==> src/rtl/pc_fetch_unit.sv <==
// PC register and instruction fetch stage: issues one word fetch at a time, holds the returned
// instruction with its PC until the core accepts it, then steers to the next PC.
module pc_fetch_unit #(
  parameter logic [31:0] RESET_PC = 32'h0000_0000,
  parameter logic [31:0] NOP_INST = 32'h0000_0013
) (
  input  logic        clk,
  input  logic        rst_n,
  output logic        imem_req,
  output logic [31:0] imem_addr,
  input  logic        imem_rvalid,
  input  logic [31:0] imem_rdata,
  output logic [31:0] inst,
  output logic        inst_valid,
  output logic [31:0] inst_pc,
  output logic [31:0] inst_pc4,
  input  logic        core_ready,
  input  logic [31:0] imm_ext,
  input  logic        branch_taken,
  input  logic        jump,
  input  logic        jalr,
  input  logic [31:0] alu_result,
  output logic        fetch_misalign
);

  typedef enum logic [2:0] {
    S_BOOT  = 3'd0,
    S_FETCH = 3'd1,
    S_WAIT  = 3'd2,
    S_ISSUE = 3'd3,
    S_HALT  = 3'd4
  } state_t;

  state_t      state_q, state_d;
  logic [31:0] pc_q, pc_d;
  logic        imem_req_q, imem_req_d;
  logic [31:0] inst_q, inst_d;
  logic        inst_valid_q, inst_valid_d;
  logic [31:0] inst_pc_q, inst_pc_d;
  logic [31:0] inst_pc4_q, inst_pc4_d;
  logic        misalign_q, misalign_d;
  logic [31:0] next_pc;

  // JALR outranks JAL/branch; the JALR target always has bit 0 cleared.
  function automatic logic [31:0] next_pc_f(
    input logic [31:0] cur_pc,
    input logic [31:0] imm,
    input logic        take_rel,
    input logic        take_jalr,
    input logic [31:0] jalr_tgt
  );
    logic [31:0] tgt;
    if (take_jalr) begin
      tgt = jalr_tgt & 32'hFFFF_FFFE;
    end else if (take_rel) begin
      tgt = cur_pc + imm;
    end else begin
      tgt = cur_pc + 32'd4;
    end
    return tgt;
  endfunction

  assign next_pc = next_pc_f(inst_pc_q, imm_ext, jump | branch_taken, jalr, alu_result);

  always_comb begin
    state_d      = state_q;
    pc_d         = pc_q;
    imem_req_d   = 1'b0;
    inst_d       = inst_q;
    inst_valid_d = inst_valid_q;
    inst_pc_d    = inst_pc_q;
    inst_pc4_d   = inst_pc4_q;
    misalign_d   = misalign_q;
    case (state_q)
      S_BOOT: begin
        imem_req_d = 1'b1;
        state_d    = S_FETCH;
      end
      S_FETCH: begin
        state_d = S_WAIT;
      end
      S_WAIT: begin
        // Read data arriving in any other state is stale and dropped.
        if (imem_rvalid) begin
          inst_d       = imem_rdata;
          inst_pc_d    = pc_q;
          inst_pc4_d   = pc_q + 32'd4;
          inst_valid_d = 1'b1;
          state_d      = S_ISSUE;
        end
      end
      S_ISSUE: begin
        if (core_ready) begin
          inst_d       = NOP_INST;
          inst_valid_d = 1'b0;
          if (next_pc[1:0] != 2'b00) begin
            misalign_d = 1'b1;
            state_d    = S_HALT;
          end else begin
            pc_d       = next_pc;
            imem_req_d = 1'b1;
            state_d    = S_FETCH;
          end
        end
      end
      S_HALT: begin
        state_d = S_HALT;
      end
      default: begin
        state_d = S_HALT;
      end
    endcase
  end

  always_ff @(posedge clk or negedge rst_n) begin
    if (!rst_n) begin
      state_q      <= S_BOOT;
      pc_q         <= RESET_PC;
      imem_req_q   <= 1'b0;
      inst_q       <= NOP_INST;
      inst_valid_q <= 1'b0;
      inst_pc_q    <= RESET_PC;
      inst_pc4_q   <= RESET_PC + 32'd4;
      misalign_q   <= 1'b0;
    end else begin
      state_q      <= state_d;
      pc_q         <= pc_d;
      imem_req_q   <= imem_req_d;
      inst_q       <= inst_d;
      inst_valid_q <= inst_valid_d;
      inst_pc_q    <= inst_pc_d;
      inst_pc4_q   <= inst_pc4_d;
      misalign_q   <= misalign_d;
    end
  end

  assign imem_req       = imem_req_q;
  assign imem_addr      = pc_q;
  assign inst           = inst_q;
  assign inst_valid     = inst_valid_q;
  assign inst_pc        = inst_pc_q;
  assign inst_pc4       = inst_pc4_q;
  assign fetch_misalign = misalign_q;

endmodule
==> config.mk <==
export PLATFORM = sky130hd
export DESIGN_NAME = pc_fetch_unit
export DESIGN_NICKNAME = d
export VERILOG_FILES = /design/src/rtl/pc_fetch_unit.sv
export SDC_FILE = /design/constraint.sdc
export NUM_CORES = 1
export LEC_CHECK = 0
export CORE_MARGIN = 5
export CORE_UTILIZATION = 45
export CTS_BUF_LIST = sky130_fd_sc_hd__clkbuf_4 sky130_fd_sc_hd__clkbuf_8
export CTS_CLUSTER_DIAMETER = 120
export DETAILED_ROUTE_END_ITERATION = 10
export GPL_TIMING_DRIVEN = 0
export PLACE_DENSITY = 0.81
export SYNTH_ARGS = -nofsm -noshare
export SYNTH_HDL_FRONTEND = slang
export SYNTH_SLANG_ARGS = --single-unit
==> constraint.sdc <==
create_clock -name clk -period 3.9 [get_ports clk]
set_input_delay 0.78 -clock clk [delete_from_list [all_inputs] [get_ports clk]]
set_output_delay 0.78 -clock clk [all_outputs]
set_load 0.01 [all_outputs]
Yosys cells after proc, flatten, opt, wreduce, memory -nomap -nowiden
Index checks and enable logic that the tools add are counted.
W data, S select, Z words.

word-level totals
  register bits = 134
  bits in latches = 0
  memory bits (writable) = 0
  ROM bits = 0
  bits of input ports = 103
  output and inout bits = 131
  word-level logic and storage cells = 41
  memories = 0

cells by class
  add/sub/neg operators = 3
  multiply operators = 0
  divide/modulo/power cells = 0
  order comparisons = 0
  eq/ne operators = 5
  shift-type cells = 0
  multiplexer cells = 15
  bitwise gates (word level) = 2
  reductions and logical operators = 8

operators by type and width
  cell                     number
  $mux W32                 4
  $add A32 B3 Y32 const B  2
  $pmux W32 S2             1
  $add A32 B32 Y32         1
  $pmux W3 S4              1
  $mux W3                  3
  $reduce_and A3 Y1        3
  $eq A3 B2 Y1 const B     2
  $mux W1                  4
  $ne A2 B2 Y1 const B     2
  $pmux W1 S2              2
  $reduce_and A2 Y1        2
  $reduce_bool A2 Y1       2
  $eq A3 B1 Y1 const B     1
  $logic_not A3 Y1         1
  $not A1 Y1               1
  $or A1 B1 Y1             1

Longest topological paths before layout
  word-level depth = 7
  depth in mapped cells = 12

Worst setup path after synthesis
OpenSTA, ideal clock, no wires.

  kind = in2reg
  from = input port imm_ext[0]
  to = register pc_q[30] (netlist: imem_addr[30])
  setup time = 0.131 ns
  data arrival time = 3.078 ns
  data required time = 3.769 ns
  slack = 0.690 ns
  stages on the path = 12
  buffers on the path = 0
  cells stage by stage = ha_1 > fa_1 > a21o_1 > a21oi_1 > o211ai_1 > and2_1 > a21oi_1 > o31a_1 > o221ai_1 > a31oi_1 > mux2i_1 > nand2_1

between the ends
  longest elaborated chain between the ends = 6

ends and longest elaborated chain
  what                                line  source
  start: declaration                  18    input logic [31:0] imm_ext,
  $add A32 B32 Y32 (*)                56    tgt = cur_pc + imm;
  $mux W32 (*)                        55    end else if (take_rel) begin
  $mux W32 (*)                        53    if (take_jalr) begin
  $reduce_bool A2 Y1                  96    if (next_pc[1:0] != 2'b00) begin
  $not A1 Y1 (no source line)         --
  $reduce_and A3 Y1 (no source line)  --
  end signal: assignment              127   pc_q <= pc_d;
  end: declaration                    35    logic [31:0] pc_q, pc_d;

Every way passes the cells marked *; elsewhere a longest branch is shown, timed or not.
A chain may end at the register's enable or synchronous reset.

Worst setup path after layout
  from = input port imm_ext[0]
  to = register pc_q[24] (netlist: imem_addr[24])

Same word-level chain as after synthesis.

==> results.cfg <==
[run]
drv_cap = 0

[timing]
period_needed_ns = 3.79
skew_ns = 0.0204
maxSlewHeadroom = 0.554
min_period_over_period = 0.972
setup-violations-final = 0
rsz0062_at_grt = no
worst_pin_slew_ns = 0.669
slew_viol_final = 0
fmax_mhz = 264
hold_viol_final = 0

[logic_synthesis]
synth_area_leaders = dfrtp_1, nand2_1, o21ai_0
ys_ff_latch = 132
syn_nets = 1143
yosysMostFrequentCell = nand2_1
ys_types = 63
yosysSeqAreaShare = 0.404
syn_avg_cell_area_um2 = 8.13
synthCells = 1006
ys_warn_count = 0
syn_area_um2 = 8180
synth_commonest_cells = nand2_1, dfrtp_1, o21ai_0, a21oi_1, nand3_1
yosysTopAreaCell = dfrtp_1
synth_edf_count = 0
synth_top_area_frac = 0.391
synth_top_flop_cell = dfrtp_1
postSynth.asyncResetShare = 1.00

[detailed_routing]
routed_wl_mm = 27.6
drt_iter0_markers = 617
drc_errors = 0
wl_per_cell_um = 18.4
via_per_inst = 5.53
vias = 8292
firstDrtPassIters = 5
ant_nets = 0

[clocking]
numCtsBuffers = 17
htree_num_levels = 4
clockRootBuffer = clkbuf_8
clock_path_buffers = 2
postCtsSetupBuffers = 0
clock_latency_ns = 0.44
cts_hold_buffers = 0
cts.clk_slew.worst_paths_ns = 0.08
cts_tree = yes
cts.sinks = 132

[worst_setup_path]
start_kind = input port
crit_chain = clkdlybuf4s50_1 -> ha_1 -> fa_1 -> a21o_1 -> a21oi_1 -> o211ai_1 -> and2_1 -> a21oi_2 -> o31a_1 -> o21ai_0 -> xnor2_1 -> a311oi_1 -> a21oi_1
slowest_stage = fa_1
cpMostUsedCell = a21oi_1
crit_required_ns = 4.19
path_max_fanout = 4
cp.buffers_inverters = 1
cp.arrival_ns = 4.09
cp_slowest_stage_delay_ns = 0.48
critPathKind = in -> reg
crit_start = imm_ext[0]
rr_worst_depth = 12
cp.depth = 13
critPathCapture = imem_addr[24]
critPathTopFamily = compound AO/OA/AOI/OAI gates
cp-end-kind = flop
r2r_start = inst_pc[0]
reg2reg_to = imem_addr[24]
r2r_setup_slack_ns = 0.36

[placement]
numPortBuffers = 232
gp_congestion = 0.904
dpl.hpwl_mm = 21.5
placed_cell_area_um2 = 10800

[die]
die-area_um2 = 21000
die_w_um = 145
core_um2 = 18000
start_util = 0.456
std_cell_rows = 49
dieHeight_um = 145
io_pins = 234

[hold_path]
hold_path_class = in -> async

[status]
status = finished clean

[power_and_ir_drop]
cellLeakagePower_nw = 5.09
p_sw_mw = 0.708
pwr-share-comb = 0.097
p_total_mw = 2.93
peakVddDrop_uv = 186
clkPwrFrac = 0.436
p_sw_frac = 0.242
powerDensity_nw_per_um2 = 260
seqPwrFrac = 0.467
internal_power_mw = 2.22

[global_routing]
grt_max_degree = 86
grt_pass1_vias = 7970
grt_antenna_before_repair = 1
grt.total_usage = 0.260
grt_pass1_wl_mm = 42.7
globalRoute.totalOverflow = 0

[final_layout]
area_growth_pct = 37.6
fillers = 1592
layout-drive-gt1-share = 0.0504
postLayoutCellArea_um2 = 11300
final_nets = 1395
insertedDiodeCount = 0
==> worst reg2reg max path, stage by stage, from the launching register on <==
cell and delay (ns):
dfrtp_1 0.46, ha_1 0.27, fa_1 0.48, a21o_1 0.21, a21oi_1 0.26, o211ai_1 0.17
and2_1 0.21, a21oi_2 0.23, o31a_1 0.26, o21ai_0 0.15, xnor2_1 0.16, a311oi_1 0.45
a21oi_1 0.09
==> cell families (layout without fill, tap and decap cells) <==
family | after synthesis | count (layout) | synth area share
xor gates and xnor gates | 76 | 76 | 0.0813
AOI/OAI and AO/OA | 241 | 241 | 0.178
muxes | 4 | 4 | 0.00505
buffers and inverters | 78 | 343 | 0.0396
DFF | 132 | 132 | 0.404
and+or+nand+nor | 441 | 441 | 0.239
adders and majority gates | 34 | 34 | 0.0529
==> per-layer routing <==
metal | global-route usage | share of wire
met4 | 0.0785 | 0.025
met1 | 0.345 | 0.42
met5 | 0 | 0.00044
met2 | 0.436 | 0.47
met3 | 0.0453 | 0.078
==> what timing repair did <==
action / CTS / global route
endpoints found under the setup margin: 0 / 2
endpoints found under the hold margin: 0 / 0
resized for setup: 0 / 1
==> flip-flops by register name, indices dropped and copies added, names as in the netlist <==
signal          count
imem_addr          32
inst               32
inst_pc            32
inst_pc4           30
state_q             3
fetch_misalign      1
imem_req            1
inst_valid          1
==> through the flow <==
step	hold WS (ns)	instances	setup slack (ns)	utilization	setup TNS [ns]
finish	0.267	1500	0.108	0.627	0
detailed placement	0.470	1468	-0.350	0.602	-1.35
CTS	0.268	1500	0.103	0.626	0
global route	0.288	1500	0.0529	0.627	0
floorplan	0.466	1006	0.690	-	0
global placement	0.461	1467	-3.09	0.601	-401.23
==> layout make-up <==
| cell class | count | area [um^2] | area share |
|---|---|---|---|
| Buffer | 56 | 241 | 0.0215 |
| Tap cell | 229 | 287 | 0.0255 |
| Inverter | 22 | 82.6 | 0.00734 |
| Timing Repair Buffer | 233 | 2350 | 0.209 |
| Clock buffer | 18 | 248 | 0.0220 |
| Clock inverter | 14 | 185 | 0.0165 |
| Sequential cell | 132 | 3310 | 0.294 |
| Multi-Input combinational cell | 796 | 4550 | 0.405 |
==> power by group through the flow <==
stage / combinational (mW) / sequential [mW] / clock, mW
6_report: 0.283 / 1.37 / 1.28
2_1_floorplan: 0.106 / 1.40 / 0
3_5_place_dp: 0.281 / 1.39 / 0
4_1_cts: 0.282 / 1.37 / 1.28
3_3_place_gp: 0.274 / 1.40 / 0
5_1_grt: 0.309 / 1.37 / 1.34
==> cells in the final DEF, fill, tap and decap left out, types with 5 or more instances in the layout <==
| cell | n |
|---|---|
| a211oi_1 | 13 |
| a21o_1 | 20 |
| a21oi_1 | 57 |
| a22oi_1 | 7 |
| a31oi_1 | 7 |
| and2_1 | 6 |
| and3_1 | 10 |
| clkbuf_1 | 47 |
| clkbuf_8 | 19 |
| clkdlybuf4s50_1 | 231 |
| clkinv_2 | 5 |
| dfrtp_1 | 128 |
| ha_1 | 33 |
| inv_1 | 22 |
| nand2_1 | 251 |
| nand2b_1 | 6 |
| nand3_1 | 57 |
| nand4_1 | 16 |
| nor2_1 | 56 |
| nor3_1 | 12 |
| o21ai_0 | 93 |
| o21bai_1 | 7 |
| o31ai_1 | 6 |
| xnor2_1 | 44 |
| xor2_1 | 32 |
==> worst min-delay path by stage <==
| stage | endpoint | slack [ns] | depth (start not counted) |
|---|---|---|---|
| 2_1_floorplan | state_q[0] | 0.47 | 1 |
| 3_3_place_gp | inst_pc4[21] | 0.46 | 2 |
| 3_5_place_dp | inst_pc4[28] | 0.47 | 2 |
| 4_1_cts | inst[26] | 0.27 | 1 |
| 5_1_grt | inst[23] | 0.29 | 1 |
| 6_report | inst[23] | 0.27 | 1 |
(Power assumes the default switching activity.)
